File: config.mk
export PLATFORM = sky130hd
export DESIGN_NAME = hpdcache_fifo_out_skid
export DESIGN_NICKNAME = d
export VERILOG_FILES = /design/src/rtl/hpdcache_fifo_out_skid.sv
export SDC_FILE = /design/constraint.sdc
export NUM_CORES = 1
export LEC_CHECK = 0
export CAP_MARGIN = 20
export CORE_AREA = 4 4 41 43
export DETAILED_ROUTE_END_ITERATION = 10
export DIE_AREA = 0 0 45 47
export PLACE_DENSITY = 0.79
export SLEW_MARGIN = 30
export SYNTH_ARGS = -nofsm -noshare
export SYNTH_HDL_FRONTEND = slang
export SYNTH_SLANG_ARGS = --single-unit
File: constraint.sdc
create_clock -name clk_i -period 2.22 [get_ports clk_i]
set_input_delay 0.555 -clock clk_i [delete_from_list [all_inputs] [get_ports clk_i]]
set_output_delay 0.555 -clock clk_i [all_outputs]
set_load 0.01 [all_outputs]
File: src/rtl/hpdcache_fifo_out_skid.sv
// Two-entry registered output stage behind a register FIFO; ready_i never reaches fifo_r_o.
// Optional stall counter enabled by HPDCACHE_FIFO_OUT_SKID_STATS_EN.
module hpdcache_fifo_out_skid #(
  parameter type data_t = logic,
  parameter int unsigned STALL_CNT_W = 16
) (
  input  logic                   clk_i,
  input  logic                   rst_i,
  input  logic                   fifo_rok_i,
  output logic                   fifo_r_o,
  input  data_t                  fifo_rdata_i,
  input  logic                   flush_i,
  output logic                   valid_o,
  input  logic                   ready_i,
  output data_t                  data_o,
  output logic [STALL_CNT_W-1:0] stall_cnt_o
);

  typedef enum logic [1:0] {
    EMPTY = 2'd0,
    HALF  = 2'd1,
    FULL  = 2'd2
  } state_e;

  state_e state_q, state_d;
  data_t  main_q, main_d;
  data_t  skid_q, skid_d;
  logic   acc;
  logic   dlv;

  assign valid_o  = (state_q != EMPTY);
  assign data_o   = main_q;
  assign fifo_r_o = (state_q != FULL) & ~flush_i & ~rst_i;
  assign acc      = fifo_rok_i & fifo_r_o;
  assign dlv      = valid_o & ready_i;

  always_comb begin
    state_d = state_q;
    main_d  = main_q;
    skid_d  = skid_q;
    unique case (state_q)
      EMPTY: begin
        if (acc) begin
          main_d  = fifo_rdata_i;
          state_d = HALF;
        end
      end
      HALF: begin
        unique case (1'b1)
          acc && !dlv: begin
            skid_d  = fifo_rdata_i;
            state_d = FULL;
          end
          acc && dlv: main_d = fifo_rdata_i;
          !acc && dlv: state_d = EMPTY;
          default: ;
        endcase
      end
      FULL: begin
        if (dlv) begin
          main_d  = skid_q;
          state_d = HALF;
        end
      end
      default: state_d = EMPTY;
    endcase
    // flush drops skid by leaving it unreachable from EMPTY
    if (flush_i) state_d = EMPTY;
  end

  always_ff @(posedge clk_i) begin
    if (rst_i) begin
      state_q <= EMPTY;
      main_q  <= '0;
    end else begin
      state_q <= state_d;
      main_q  <= main_d;
    end
  end

  always_ff @(posedge clk_i) begin
    skid_q <= skid_d;
  end

`ifdef HPDCACHE_FIFO_OUT_SKID_STATS_EN
  logic [STALL_CNT_W-1:0] stall_q;

  always_ff @(posedge clk_i) begin
    if (rst_i) begin
      stall_q <= '0;
    end else if (valid_o && !ready_i && stall_q != {STALL_CNT_W{1'b1}}) begin
      stall_q <= stall_q + 1'b1;
    end
  end

  assign stall_cnt_o = stall_q;
`else
  assign stall_cnt_o = '0;
`endif

endmodule

==> results of run 1 <==
final cells by class:
cell class / instances / share of cell area
Timing Repair Buffer: 10 / 0.187
Tap cell: 15 / 0.0374
Multi-Input combinational cell: 39 / 0.521
Sequential cell: 4 / 0.180
Inverter: 3 / 0.0224
Clock buffer: 4 / 0.0524
synth_stat cells, types with 2 or more instances:
cell type  instances  share of area
nand2_1            3          0.027
buf_4             16           0.29
nor2_1             3          0.027
inv_1              3          0.027
nand2b_2           2          0.042
ha_1               3          0.089
dfxtp_1            3           0.14
critical path, delay by kind of cell:
kind	cells	cell delay, ps
buffers and inverters	2	720
and+or+nand+nor	1	200
how the worst max path moves through the flow:
stage / startpoint / to / cells after the start
3_5_place_dp: rst_i / state_q[1]$_SDFFE_PP0P_ / 7
3_3_place_gp: rst_i / fifo_r_o / 3
6_report: rst_i / fifo_r_o / 3
2_1_floorplan: state_q[0]$_SDFFE_PP0P_ / state_q[1]$_SDFFE_PP0P_ / 7
5_1_grt: rst_i / state_q[1]$_SDFFE_PP0P_ / 7
4_1_cts: rst_i / state_q[1]$_SDFFE_PP0P_ / 7
report_power, final:
part	switching, mW	internal, mW	leakage (nW)
clock	0.0275	0.0673	0.0150
combinational	0.0270	0.0217	0.200
sequential	0.00133	0.0769	0.0334
total	0.0559	0.166	0.248
sequential cells by signal, summed over array words and instances, names as in the netlist:
name / count
skid_q: 1
state_q: 2
data_o: 1
cells by family (layout without fill, tap and decap cells):
| kind of cell | Yosys count | in the layout | synth area share |
|---|---|---|---|
| AOI/OAI and AO/OA | 5 | 5 | 0.107 |
| adders and majority gates | 3 | 3 | 0.0893 |
| muxes | 1 | 1 | 0.0238 |
| and+or+nand+nor | 14 | 14 | 0.244 |
| other | 1 | 16 | 0.00892 |
| DFF | 4 | 4 | 0.214 |
| buffers and inverters | 19 | 17 | 0.313 |
through the flow:
step	cell area [sq um]	instances	setup TNS [ps]	worst slack, ps
CTS	495	75	0	128
floorplan	477	62	0	439
finish	502	75	0	188
detailed placement	470	71	-264	-108
global route	502	75	0	51.9
global placement	470	71	-107	-88.5
per-layer routing:
metal / global-route usage / part of all wire / vias to the layer above
met5: 0 / 0 / -
met4: 0.0351 / 0 / 0
met3: 0.0345 / 0.082 / 0
met2: 0.136 / 0.58 / 10
met1: 0.0683 / 0.33 / 141
li1: - / - / 153
==> results.rst, run 1 <==
.. list-table::
   :header-rows: 1

   * - Metric
     - Value
   * - Final standard cell utilization of the core
     - 0.386
   * - VDD IR max
     - 0.204 mV
   * - Min-Delay Endpoint
     - data_o$_SDFFE_PP0P_
   * - Synthesized flop and latch total
     - 4
   * - Register cell area after layout
     - 90.1 sq um
   * - Setup CP Type
     - in -> out
   * - Vias
     - 304
   * - Arrival time at the worst endpoint
     - 1480 ps
   * - Critical-path maximum fanout
     - 2
   * - Routed wire per std cell
     - 9.48 um
   * - Top_reg_cell synth
     - dfxtp_1
   * - Global-route wire length before repair
     - 1080 um
   * - Clock tree from TritonCTS
     - done
   * - Critical-path cell list
     - clkdlybuf4s50_1 -> nor3_2 -> dlygate4sd2_1
   * - Number of maximum-capacitance constraint violations
     - 0
   * - Overall overflow remaining after global route
     - 0
   * - # rows
     - 13
   * - Post-synth EDFFs
     - 1
   * - Synthesized instance count
     - 47
   * - Area of the mapped netlist
     - 420 sq um
   * - Cell with the biggest individual delay on the critical path
     - clkdlybuf4s50_1
   * - Final-report hold violation count
     - 0
   * - Clk Latency, worst-skew pair
     - 230 ps
   * - Filler cells
     - 149
   * - Area of the core region
     - 1300 sq um
   * - Effective utilization at floorplan
     - 0.323
   * - Warning count from the yosys run
     - 0
   * - Cell leakage power
     - 0.248 nW
   * - Count of input and output buffers
     - 8
   * - Die extent in y
     - 47 um
   * - Die X
     - 45 um
   * - Maximum number of pins on one net before global-route repair
     - 9
   * - Destination of the worst register-to-register timing path
     - state_q[1]$_SDFFE_PP0P_
   * - Detailed placer's ending HPWL
     - 647 um
   * - Total Die Area
     - 2120 sq um
   * - Startpoint types
     - input pin
   * - Fraction of the yosys area taken by sequential cells
     - 0.214
   * - Vias per Instance
     - 4.05
   * - Instance count along the most critical hold path
     - 2
   * - CTS sink cnt
     - 4
   * - Routed wire length
     - 711 um
   * - Post-route fraction of the period consumed by the critical path
     - 0.915
   * - Sort of element at the end of the critical path
     - primary output
   * - Number of design-rule violations left by the first detailed-router iteration
     - 2
   * - Power density relative to cell area
     - 442 nW/um^2
   * - Fraction of layout instances using a drive strength above 1
     - 0.217
   * - Share of flip-flops with an asynchronous set or reset after synthesis
     - 0
   * - Maximum count of clock buffers along a single path
     - 2
   * - Gp weighted congestion
     - 0.724
   * - Max H-tree Level
     - 1
   * - Antenna-violating nets left
     - 0
   * - Critical R2R Launch
     - state_q[0]$_SDFFE_PP0P_
   * - Cells on worst reg2reg path
     - 7
   * - Vias in the first global route
     - 268
   * - Total I/O pin count
     - 25
   * - Area occupied by multi-input gates
     - 262 sq um
   * - Max Freq
     - 0.492 GHz
   * - Count of hold-fix buffers inserted at cts
     - 0
   * - Post-detailed-route DRC marker count
     - 0
   * - Clk_skew
     - 8.40 ps
   * - Clock tree root buffer cell
     - clkbuf_4
   * - Area growth from synthesis to layout
     - 19.3%
   * - Max-slew violation count
     - 0
   * - Number of gates resized after CTS
     - 1
   * - Mean Syn Cell Area
     - 8.94 sq um
   * - Worst hold path startpoint
     - data_o$_SDFFE_PP0P_
   * - Number of buffers inserted during clock tree synthesis
     - 3
   * - All-Layer GR Usage
     - 0.0735
   * - Worst hold margin
     - 505 ps
   * - Minimum period implied by the final worst setup slack
     - 2030 ps
   * - Number of antenna violations at the first check in global routing
     - 0
   * - Worst Path Required
     - 1660 ps
   * - Unique masters post-synth
     - 21
   * - Post-layout net count
     - 70
   * - DR pass1 iterations
     - 2
   * - Number of setup violations in the final report
     - 0
   * - Post-layout total power
     - 0.222 mW
   * - FF-to-FF setup slack
     - 350 ps
   * - Result of the run
     - completed
   * - Number of inserted diodes
     - 0
   * - Worst-path clk slew
     - 40 ps
   * - Setup repair after global routing missed its margin
     - false
   * - Slowest stage delay, CP
     - 430 ps
   * - Commonest cells after routing, fill and taps aside
     - 16 x conb_1, 7 x clkdlybuf4s50_1
   * - Setup bufs post-CTS
     - 0
   * - Most common cell after layout, fill and taps aside
     - conb_1
   * - Class of the tightest hold or removal check
     - reg -> reg
Power figures use the tool's default switching activity.
==> inputs of run 2 (changes only) <==
--- a/config.mk
+++ b/config.mk
@@ -10,6 +10,7 @@
 export DETAILED_ROUTE_END_ITERATION = 10
 export DIE_AREA = 0 0 45 47
 export PLACE_DENSITY = 0.79
+export REMOVE_ABC_BUFFERS = 1
 export SLEW_MARGIN = 30
 export SYNTH_ARGS = -nofsm -noshare
 export SYNTH_HDL_FRONTEND = slang
==> run 2 against run 1 <==
Net effect:
- combinational power grew 0.8%
- final area did not move
- die area unchanged
- sequential power about the same
- global-route usage fell by 0.40 points
- fmax decreased by 0.29%
- first-iteration DRC count unchanged
- cell count unchanged
- largest power group unchanged
==> results.rst, run 2 (synthesized netlist as in run 1, its figures left out) <==
.. list-table::
   :header-rows: 1

   * - Metric
     - Value
   * - Worst hold path startpoint
     - data_o$_SDFFE_PP0P_
   * - VDD IR max
     - 0.253 mV
   * - Number of maximum-capacitance constraint violations
     - 0
   * - Clk_skew
     - 10.2 ps
   * - Max H-tree Level
     - 1
   * - Post-layout net count
     - 70
   * - Area of the core region
     - 1300 sq um
   * - Critical R2R Launch
     - state_q[0]$_SDFFE_PP0P_
   * - Result of the run
     - completed
   * - Maximum count of clock buffers along a single path
     - 2
   * - Routed wire per std cell
     - 9.53 um
   * - Die extent in y
     - 47 um
   * - Power density relative to cell area
     - 442 nW/um^2
   * - Fraction of layout instances using a drive strength above 1
     - 0.217
   * - Min-Delay Endpoint
     - data_o$_SDFFE_PP0P_
   * - Max-slew violation count
     - 0
   * - Antenna-violating nets left
     - 0
   * - Worst-path clk slew
     - 40 ps
   * - DR pass1 iterations
     - 4
   * - Cell with the biggest individual delay on the critical path
     - clkdlybuf4s50_1
   * - Sort of element at the end of the critical path
     - primary output
   * - Max Freq
     - 0.491 GHz
   * - Destination of the worst register-to-register timing path
     - state_q[1]$_SDFFE_PP0P_
   * - Number of flip-flops in the largest register
     - 2
   * - Maximum number of pins on one net before global-route repair
     - 9
   * - Most common cell after layout, fill and taps aside
     - conb_1
   * - Number of buffers inserted during clock tree synthesis
     - 3
   * - Critical-path cell list
     - clkdlybuf4s50_1 -> nor3_2 -> dlygate4sd2_1
   * - Count of input and output buffers
     - 8
   * - FF-to-FF setup slack
     - 360 ps
   * - Setup bufs post-CTS
     - 0
   * - Number of antenna violations at the first check in global routing
     - 0
   * - Cells on worst reg2reg path
     - 7
   * - Final-report hold violation count
     - 0
   * - Minimum period implied by the final worst setup slack
     - 2040 ps
   * - Number of inserted diodes
     - 0
   * - Vias
     - 310
   * - Class of the tightest hold or removal check
     - reg -> reg
   * - Die X
     - 45 um
   * - Critical-path maximum fanout
     - 2
   * - Vias per Instance
     - 4.13
   * - Setup repair after global routing missed its margin
     - false
   * - Post-layout total power
     - 0.222 mW
   * - Routed wire length
     - 715 um
   * - Overall overflow remaining after global route
     - 0
   * - All-Layer GR Usage
     - 0.0696
   * - Clk Latency, worst-skew pair
     - 230 ps
   * - Number of setup violations in the final report
     - 0
   * - Global-route wire length before repair
     - 1050 um
   * - Clock tree from TritonCTS
     - done
   * - Startpoint types
     - input pin
   * - Detailed placer's ending HPWL
     - 631 um
   * - Total Die Area
     - 2120 sq um
   * - Commonest cells after routing, fill and taps aside
     - 16 x conb_1, 7 x clkdlybuf4s50_1
   * - Clock tree root buffer cell
     - clkbuf_4
   * - Number of gates resized after CTS
     - 1
   * - Arrival time at the worst endpoint
     - 1480 ps
   * - Worst Path Required
     - 1660 ps
   * - Area growth from synthesis to layout
     - 19.3%
   * - Number of design-rule violations left by the first detailed-router iteration
     - 2
   * - Setup TNS
     - 0 ps
   * - Post-route fraction of the period consumed by the critical path
     - 0.918
   * - Cell leakage power
     - 0.248 nW
   * - Setup CP Type
     - in -> out
   * - Count of hold-fix buffers inserted at cts
     - 0
   * - Placed cell count
     - 71
   * - # rows
     - 13
   * - Gp weighted congestion
     - 0.703
   * - Instance count along the most critical hold path
     - 2
   * - Effective utilization at floorplan
     - 0.323
   * - Vias in the first global route
     - 276
   * - Finished Layout Cells
     - 75
   * - Filler cells
     - 137
   * - Post-detailed-route DRC marker count
     - 0
   * - CTS sink cnt
     - 4
   * - Slowest stage delay, CP
     - 430 ps
   * - Top reg by flops
     - state_q
   * - Total I/O pin count
     - 25
-- run 2: through the flow --
step | worst slack (ps) | hold slack [ps] | area (sq um) | util
after global routing | 19.4 | 525 | 502 | 0.386
after detailed placement | -116 | 502 | 470 | 0.362
after floorplan | 439 | 515 | 357 | -
after CTS | 123 | 509 | 495 | 0.381
after global placement | -88.4 | 494 | 470 | 0.362
final | 182 | 500 | 502 | 0.386
-- run 2: worst max path at each step --
stage                                  startpoint                      end  slack [ps]  cells after the start
after floorplan           state_q[0]$_SDFFE_PP0P_  state_q[1]$_SDFFE_PP0P_         440                      7
after global placement                      rst_i                 fifo_r_o         -90                      3
after detailed placement                    rst_i  state_q[1]$_SDFFE_PP0P_        -120                      7
after CTS                                   rst_i  state_q[1]$_SDFFE_PP0P_         120                      7
after global routing                        rst_i  state_q[1]$_SDFFE_PP0P_          20                      7
final                                       rst_i                 fifo_r_o         180                      3
-- run 2: where the power goes --
group | internal (mW) | total [mW] | switching [mW]
Combinational | 0.0218 | 0.0491 | 0.0273
Sequential | 0.0769 | 0.0782 | 0.00133
Clock | 0.0672 | 0.0944 | 0.0272
-- run 2: layer usage --
layer	global-route usage	share of wire	vias up
met1	0.0706	0.35	144
met3	0.0345	0.13	0
met2	0.127	0.52	16
met5	0	0	-
met4	0.0175	0	0
li1	-	-	150
-- run 2: worst max-delay path, delay by kind of cell --
family | cells | cell delay (ps)
AND/OR/NAND/NOR | 1 | 200
buffers and inverters | 2 | 720
-- run 2: cell type report --
| cell class | count | area [sq um] | area share |
|---|---|---|---|
| Timing Repair Buffer | 10 | 93.8 | 0.187 |
| Clock buffer | 4 | 26.3 | 0.0524 |
| Tap cell | 15 | 18.8 | 0.0374 |
| Multi-Input combinational cell | 39 | 262 | 0.521 |
| Sequential cell | 4 | 90.1 | 0.180 |
| Inverter | 3 | 11.3 | 0.0224 |
